`src/rtl/inst_load_pkg.sv`:
```
// Shared types and constants for the instruction load sequencer.
// The INST_LOAD_CHECKSUM_EN build option enables the CHK state and the checksum error.
package inst_load_pkg;

  localparam int cXLEN = 32;
  localparam logic [cXLEN-1:0] cEndMarker = 32'hDEADBEAF;

  typedef enum logic [2:0] {
    IDLE,
    LOAD,
    CHK,
    SETTLE,
    RUN,
    DONE,
    ERR
  } tLoadState;

  typedef enum logic [1:0] {
    ERR_NONE  = 2'd0,
    ERR_OVF   = 2'd1,
    ERR_EMPTY = 2'd2,
    ERR_CSUM  = 2'd3
  } tLoadErr;

endpackage

```
`src/rtl/inst_load_wr_stage.sv`:
```
// Registered instruction-memory write stage with word counter and
// byte-address generation; one cycle from accept to write strobe.
module inst_load_wr_stage
  import inst_load_pkg::*;
#(
  parameter int cCntW = 11,
  parameter logic [cXLEN-1:0] cBaseAddr = '0
) (
  input  logic             iClk,
  input  logic             iRst,
  input  logic             iClr,
  input  logic             iWr,
  input  logic [cXLEN-1:0] iData,
  output logic             oWen,
  output logic [cXLEN-1:0] oAddr,
  output logic [cXLEN-1:0] oData,
  output logic [cCntW-1:0] oCnt
);

  logic             wen_q;
  logic [cXLEN-1:0] addr_q, addr_d;
  logic [cXLEN-1:0] data_q, data_d;
  logic [cCntW-1:0] cnt_q, cnt_d;

  always_comb begin
    addr_d = addr_q;
    data_d = data_q;
    cnt_d  = cnt_q;
    if (iWr) begin
      addr_d = cBaseAddr + (cXLEN'(cnt_q) << 2);
      data_d = iData;
      cnt_d  = cnt_q + 1'b1;
    end
    if (iClr) begin
      cnt_d = '0;
    end
  end

  always_ff @(posedge iClk or posedge iRst) begin
    if (iRst) begin
      wen_q  <= 1'b0;
      addr_q <= '0;
      data_q <= '0;
      cnt_q  <= '0;
    end else begin
      wen_q  <= iWr;
      addr_q <= addr_d;
      data_q <= data_d;
      cnt_q  <= cnt_d;
    end
  end

  assign oWen  = wen_q;
  assign oAddr = addr_q;
  assign oData = data_q;
  assign oCnt  = cnt_q;

endmodule

```
`src/rtl/inst_load_ctrl.sv`:
```
// Boot/load sequencer: streams words into instruction memory, then starts the core.
// Define INST_LOAD_CHECKSUM_EN to require a trailing wrap-around sum word.
module inst_load_ctrl
  import inst_load_pkg::*;
#(
  parameter int cMemDepth = 1024,
  parameter int cStartDelay = 2,
  parameter logic [cXLEN-1:0] cBaseAddr = '0,
  parameter logic [cXLEN-1:0] cMarker = cEndMarker,
  localparam int cCntW = $clog2(cMemDepth) + 1
) (
  input  logic             iClk,
  input  logic             iRst,
  input  logic             iInstVld,
  input  logic [cXLEN-1:0] iInst,
  output logic             oInstRdy,
  output logic             oMemWen,
  output logic [cXLEN-1:0] oMemAddr,
  output logic [cXLEN-1:0] oMemData,
  output logic             oStart,
  input  logic             iHalt,
  input  logic             iRestart,
  output logic             oRunning,
  output logic [cCntW-1:0] oWordCnt,
  output logic [1:0]       oErr
);

  localparam int cDlyW = $clog2(cStartDelay + 2);

  tLoadState        state_q, state_d;
  tLoadErr          err_q, err_d;
  logic [cDlyW-1:0] dly_q, dly_d;
  logic             acc, is_mark, full, wr, clr, start;

`ifdef INST_LOAD_CHECKSUM_EN
  logic [cXLEN-1:0] sum_q;
  assign oInstRdy = (state_q == IDLE) || (state_q == LOAD) ||
                    (state_q == CHK);
`else
  assign oInstRdy = (state_q == IDLE) || (state_q == LOAD);
`endif

  assign acc     = iInstVld && oInstRdy;
  assign is_mark = (iInst == cMarker);
  assign full    = (oWordCnt == cCntW'(cMemDepth));

  always_comb begin
    state_d = state_q;
    err_d   = err_q;
    dly_d   = dly_q;
    wr      = 1'b0;
    clr     = 1'b0;
    start   = 1'b0;
    unique case (state_q)
      IDLE, LOAD: begin
        if (acc) begin
          state_d = LOAD;
          if (is_mark) begin
            if (oWordCnt == '0) begin
              state_d = ERR;
              err_d   = ERR_EMPTY;
            end else begin
`ifdef INST_LOAD_CHECKSUM_EN
              state_d = CHK;
`else
              state_d = SETTLE;
`endif
            end
          end else if (full) begin
            state_d = ERR;
            err_d   = ERR_OVF;
          end else begin
            wr = 1'b1;
          end
        end
      end
`ifdef INST_LOAD_CHECKSUM_EN
      CHK: begin
        if (acc) begin
          if (iInst == sum_q) begin
            state_d = SETTLE;
          end else begin
            state_d = ERR;
            err_d   = ERR_CSUM;
          end
        end
      end
`endif
      SETTLE: begin
        if (dly_q == cDlyW'(cStartDelay)) begin
          start   = 1'b1;
          dly_d   = '0;
          state_d = RUN;
        end else begin
          dly_d = dly_q + 1'b1;
        end
      end
      RUN: begin
        if (iHalt) state_d = DONE;
      end
      DONE: begin
        if (iRestart) begin
          state_d = IDLE;
          clr     = 1'b1;
        end
      end
      ERR: begin
        if (iRestart) begin
          state_d = IDLE;
          err_d   = ERR_NONE;
          clr     = 1'b1;
        end
      end
      default: state_d = IDLE;
    endcase
  end

  always_ff @(posedge iClk or posedge iRst) begin
    if (iRst) begin
      state_q <= IDLE;
      err_q   <= ERR_NONE;
      dly_q   <= '0;
    end else begin
      state_q <= state_d;
      err_q   <= err_d;
      dly_q   <= dly_d;
    end
  end

`ifdef INST_LOAD_CHECKSUM_EN
  always_ff @(posedge iClk or posedge iRst) begin
    if (iRst) begin
      sum_q <= '0;
    end else if (clr) begin
      sum_q <= '0;
    end else if (wr) begin
      sum_q <= sum_q + iInst;
    end
  end
`endif

  inst_load_wr_stage #(
    .cCntW    (cCntW),
    .cBaseAddr(cBaseAddr)
  ) u_wr (
    .iClk (iClk),
    .iRst (iRst),
    .iClr (clr),
    .iWr  (wr),
    .iData(iInst),
    .oWen (oMemWen),
    .oAddr(oMemAddr),
    .oData(oMemData),
    .oCnt (oWordCnt)
  );

  assign oStart   = start;
  assign oRunning = (state_q == RUN);
  assign oErr     = err_q;

endmodule

```
`config.mk`:
```
export PLATFORM = sky130hd
export DESIGN_NAME = inst_load_ctrl
export DESIGN_NICKNAME = d
export VERILOG_FILES = /design/src/rtl/inst_load_pkg.sv /design/src/rtl/inst_load_wr_stage.sv /design/src/rtl/inst_load_ctrl.sv
export SDC_FILE = /design/constraint.sdc
export NUM_CORES = 1
export LEC_CHECK = 0
export ABC_AREA = 1
export ABC_CLOCK_PERIOD_IN_PS = 1700
export CAP_MARGIN = 10
export CORE_MARGIN = 2
export CORE_UTILIZATION = 41
export DETAILED_ROUTE_END_ITERATION = 12
export HOLD_SLACK_MARGIN = 0.08
export PLACE_DENSITY = 0.77
export SYNTH_ARGS = -nofsm -noshare
export SYNTH_HDL_FRONTEND = slang
export SYNTH_SLANG_ARGS = --single-unit
```
`constraint.sdc`:
```
create_clock -name iClk -period 1.7 [get_ports iClk]
set_input_delay 0.255 -clock iClk [delete_from_list [all_inputs] [get_ports iClk]]
set_output_delay 0.255 -clock iClk [all_outputs]
set_load 0.02 [all_outputs]
```
=== Word level (Yosys, flattened, before mapping) ===
Cells that the tools add are included.

* Bits in registers: 62
* Word-level logic and storage cells: 59

* Reductions and logical operators: 10
* Equal/unequal tests: 15
* Add/subtract/negate cells: 2
* Muxes and demuxes: 25

{| class="wikitable"
|+ Operators with widths
! kind !! count
|-
| == test 32 bit (second input constant) || 1
|-
| two-way mux 11 bit || 2
|-
| two-way mux 3 bit || 7
|-
| two-way mux 2 bit || 6
|-
| case mux 3 bit (4 select lines) || 1
|-
| adder 11 x 1 -> 11 bit (second input constant) || 1
|-
| == test 11 bit (second input constant) || 1
|-
| logical NOT 11 bit || 1
|-
| == test 3 bit (second input constant) || 3
|-
| two-way mux 1 bit || 8
|-
| != test 2 bit (second input constant) || 4
|-
| != test 3 bit (second input constant) || 2
|-
| AND reduction 5 bit || 1
|-
| case mux 2 bit (2 select lines) || 1
|-
| AND reduction 4 bit || 1
|-
| nonzero test 2 bit || 2
|-
| OR reduction 2 bit || 2
|-
| == test 3 x 1 -> 1 bit (second input constant) || 1
|-
| == test 3 x 2 -> 1 bit (second input constant) || 1
|-
| logical NOT 3 bit || 1
|-
| adder 2 x 1 -> 2 bit (second input constant) || 1
|-
| == test 2 bit (second input constant) || 1
|-
| != test 2 x 1 -> 1 bit (second input constant) || 1
|-
| logical AND 1 bit || 1
|-
| logical OR 1 bit || 1
|}

=== Logic depth before layout (Yosys ltp) ===
Gate-level depths: netlist of the first run.

* Depth after elaboration: 7
* Depth in mapped cells: 11
* Mapped depth without buffers: 11

=== Modules after synthesis ===
Synthesis of the first run repeated with hierarchy kept, for this count alone.

* Cell total of the unflattened synthesis: 354
* Area, all modules: 3201.8 sq um

{| class="wikitable"
|+ Modules (own cells, without submodules)
! module !! times used !! area each (sq um) !! cells each !! seq. area each (sq um)
|-
| inst_load_wr_stage || 1 || 2367.3 || 193 || 1376.3
|-
| inst_load_ctrl || 1 || 834.6 || 161 || 175.2
|}

=== Worst setup path before layout of the first run ===
OpenSTA, ideal clock, no wires.

* Kind: register to register
* Start: register u_wr.cnt_q[0], in the netlist u_wr.oCnt[0]
* End: register u_wr.addr_q[7], in the netlist u_wr.oAddr[7]
* Buffers on the path: 2
* Data arrival time: 1554 ps
* Stages on the path, launching flop included: 10
* Setup slack: 23 ps
* Library setup time: 124 ps
* Cells stage by stage: dfrtp_1 inv_1 ha_1 nand3_1 nor2_2 nand4_2 nand3_4 buf_8 buf_4 o21ai_1

* Cells in the longest elaborated chain, start to end: 5

{| class="wikitable"
|+ RTL lines
! what !! line !! source
|-
| start: declaration || inst_load_wr_stage.sv:23 || <nowiki>logic [cCntW-1:0] cnt_q, cnt_d;</nowiki>
|-
| start signal: assignment || inst_load_wr_stage.sv:49 || <nowiki>cnt_q <= cnt_d;</nowiki>
|-
| == test 11 bit || inst_load_ctrl.sv:45 || <nowiki>assign full = (oWordCnt == cCntW'(cMemDepth));</nowiki>
|-
| two-way mux 1 bit || inst_load_ctrl.sv:69 || <nowiki>end else if (full) begin</nowiki>
|-
| two-way mux 1 bit || inst_load_ctrl.sv:58 || <nowiki>if (is_mark) begin</nowiki>
|-
| two-way mux 1 bit || inst_load_ctrl.sv:56 || <nowiki>if (acc) begin</nowiki>
|-
| two-way mux 1 bit || inst_load_ctrl.sv:54 || <nowiki>unique case (state_q)</nowiki>
|-
| end signal: assignment || inst_load_wr_stage.sv:47 || <nowiki>addr_q <= addr_d;</nowiki>
|-
| end: declaration || inst_load_wr_stage.sv:21 || <nowiki>logic [cXLEN-1:0] addr_q, addr_d;</nowiki>
|}

Every way passes these cells.
A chain may end at the register's enable or synchronous reset.

=== Worst setup path after layout of the first run ===
* Start: register state_q[2]
* End: output oInstRdy

* Cells in the longest elaborated chain, start to end: 2
* Elaborated cells between the ends (all ways): 3
* Those cells by class: 1 x eq/ne; 2 x reduce/logical

{| class="wikitable"
|+ RTL lines
! what !! line !! source
|-
| start: declaration || inst_load_ctrl.sv:30 || <nowiki>tLoadState state_q, state_d;</nowiki>
|-
| start signal: assignment || inst_load_ctrl.sv:124 || <nowiki>state_q <= state_d;</nowiki>
|-
| == test 3 x 1 -> 1 bit or logical NOT 3 bit (tied branches) || inst_load_ctrl.sv:40 || <nowiki>assign oInstRdy = (state_q == IDLE) || (state_q == LOAD);</nowiki>
|-
| logical OR 1 bit * || inst_load_ctrl.sv:40 ||
|-
| end: declaration || inst_load_ctrl.sv:16 || <nowiki>output logic oInstRdy,</nowiki>
|}

Mark *: on every way between the ends. The rest lies on a longest branch, timed or not.

==> results of run 1 <==
-- logic make-up (layout without fill, tap and decap cells) --
| group | count (synthesis) | after routing | synth area share (%) |
|---|---|---|---|
| adder cells (fa/ha/maj) | 2 | 2 | 0.769 |
| buffers and inverters | 78 | 195 | 13.1 |
| flip-flops | 62 | 62 | 47.7 |
| AO/OA/AOI/OAI | 35 | 35 | 5.46 |
| XOR/XNOR | 6 | 6 | 1.61 |
| other | 1 | 21 | 0.115 |
| AND/OR/NAND/NOR | 248 | 248 | 31.2 |
-- through the flow --
step	total power, mW	util (%)
after floorplan	4.61	-
after global placement	6.20	57.8
after detailed placement	6.30	57.8
after CTS	7.77	60.5
after global routing	8.27	61.0
final	7.77	61.0
-- routing by layer --
metal | up-vias | part of all wire [%] | track usage, %
met5 | - | 0 | 0
met4 | 0 | 1.5 | 7.35
met3 | 12 | 6.2 | 3.95
met2 | 130 | 49 | 34.2
met1 | 1474 | 44 | 25.9
li1 | 1558 | - | -
-- power by group --
part | internal [mW] | switching (mW) | total [mW]
Combinational | 1.68 | 2.22 | 3.90
Clock | 0.892 | 0.586 | 1.48
Sequential | 2.06 | 0.331 | 2.39
Total | 4.63 | 3.14 | 7.77
-- sequential cells by signal (all words and copies together), names as in the netlist --
register    flops
u_wr.oData     32
oErr            2
dly_q           2
u_wr.oCnt      11
state_q         3
u_wr.oWen       1
u_wr.oAddr     11
-- cell type report --
type	instances	area (um^2)	share of cell area, %
multi-input combinational	312	1370	29.0
tap	102	128	2.71
clock inverter	4	70.1	1.49
timing repair buffer	133	1270	26.9
inverter	47	183	3.87
clock buffer	11	151	3.21
sequential	62	1550	32.9
-- worst paths after layout --
kind | endpoint | from | cells past startpoint
max reg2reg | u_wr.oCnt[5] | u_wr.oCnt[0] | 10
min in group iClk | oErr[1] | oErr[1] | 2
max | oInstRdy | state_q[2] | 4
min | u_wr.oData[5] | iRst | 3
max in group asynchronous | u_wr.oData[0] | iRst | 3
min reg2reg | oErr[1] | oErr[1] | 2
-- cells in the mapped netlist, types with 3 or more instances --
cell / number
o21ai_1: 25
dfrtp_1: 62
a21oi_1: 5
xor2_1: 6
nor2_1: 45
buf_6: 5
o21ai_0: 4
nor3_1: 6
nand4_1: 8
nor2_2: 3
inv_2: 8
buf_4: 22
nand3_1: 18
nand2_1: 164
inv_1: 39
-- worst register-to-register path, delay by kind of cell (launching register included) --
family / cells / cell delay (ps)
compound gates: 1 / 60
fa+ha+maj: 1 / 160
buf+inv: 2 / 230
flops: 1 / 380
simple gates: 6 / 660
-- repair_timing --
action | 4_1_cts | 5_1_grt
pin swaps | 0 | 2
setup buffers | 0 | 1
gates resized for setup | 8 | 21
endpoints found under the hold margin | 0 | 0
setup endpoints to repair | 8 | 56
==> results_dict.tcl, run 1 <==
set metrics [dict create \
    hold_viol 0 \
    p_leak_nw 2.43 \
    grt_max_degree 63 \
    layout-drive-gt1-share_pct 13.2 \
    synth_edf_count 0 \
    wl_per_cell_um 12.8 \
    cts-buffers-inserted 9 \
    root_buffer "clkbuf_8" \
    powerDensity_nw_per_um2 1650 \
    fin_ws_ps 66.8 \
    grt_setup_unrepaired "yes" \
    n_fill_cell 671 \
    drt_iter0_markers 155 \
    setup_violations 0 \
    tritoncts "yes" \
    yosysSeqAreaShare_pct 47.7 \
    tns_ps 0 \
    cp_num_buf_inv 3 \
    critical_path_class "reg2out" \
    num_io_pins 118 \
    path_clk_slew_ps 70 \
    hold_class "in2async" \
    max_freq_mhz 612 \
    die_area_um2 8670 \
    final_antenna_net_count 0 \
    htree_levels 3 \
    stdcell_count 671 \
    cp.required_ps 1440 \
    die_x_um 93.1 \
    syn_to_final_growth_pct 44.9 \
    ys_top_cells_by_area "dfrtp_1, nand2_1, nor2_1" \
    pre_cts_ws_ps -261 \
    routed-via-count 3174 \
    first_pass_iters 4 \
    synth-seq-cells 62 \
    slowest_stage "dfrtp_1" \
    dp_cells 655 \
    dpl_cell_area_um2 4470 \
    grt-ovfl-total 0 \
    drcViolationCount 0 \
    crit_arrival_ps 1380 \
    synthCells 432 \
    rows 32 \
    r2r_setup_slack_ps 100 \
    clock_path_buffers 2 \
    worstPathMaxFanout 6 \
    peakVddDrop_mv 0.739 \
    nets 604 \
    die_h_um 93.1 \
    fin_crit_sh_pct 96.1 \
    synth_top_cell_by_area "dfrtp_1" \
    postLayoutCellArea_um2 4710 \
    finalCriticalPeriod_ps 1630 \
    routed_via_density 4.73 \
    drt-total-wl_um 8570 \
    antenna-diode-count 0 \
    ys_types 24 \
    whs_ps 329 \
    postCtsHoldBufs 0 \
    insertion_delay_ps 350 \
    grt_usage_pct 20.2 \
    yosys_most_used_dff "dfrtp_1" \
    yosys_warnings 0 \
    start_util_pct 42.1 \
    fin_skew_ps 5.75 \
    worstPathCellList "inv_2 -> nand2_1 -> inv_1 -> clkdlybuf4s15_1" \
    outcome "finished, final reports clean" \
    grt_pass1_vias 3076 \
    drv_slew 0 \
    final_common_cell "nand2_1" \
    dp_hpwl_um 6340 \
    cap_viol_max_count 0 \
    syn_avg_cell_area_um2 7.53 \
    antenna_found_initial 0 \
    async_flop_share_pct 100 \
    layout_common_cells "nand2_1, clkdlybuf4s50_1, dfrtp_1, nor2_1, inv_1" \
    netlist.area_leader.share_pct 47.7 \
    clock_sinks 62 \
    gp_congestion 0.849 \
    port_buffers 96 \
    end_kind "primary output" \
    critPathLaunchType "register" \
    fp.coreArea_um2 7730 \
    max_stage_delay_ps 440 \
    crit_family "buffers and inverters" \
    netlist_area_um2 3250 \
    grt_pass1_wl_um 13900 \
]
(Power assumes the default switching activity.)
==> inputs of run 2 (changes only) <==
--- a/config.mk
+++ b/config.mk
@@ -10,6 +10,7 @@
 export CAP_MARGIN = 10
 export CORE_MARGIN = 2
 export CORE_UTILIZATION = 41
+export CTS_CLUSTER_DIAMETER = 200
 export DETAILED_ROUTE_END_ITERATION = 12
 export HOLD_SLACK_MARGIN = 0.08
 export PLACE_DENSITY = 0.77
==> results of run 2 <==
Same layout as run 1: the final DEF is identical, and so are final timing and power.
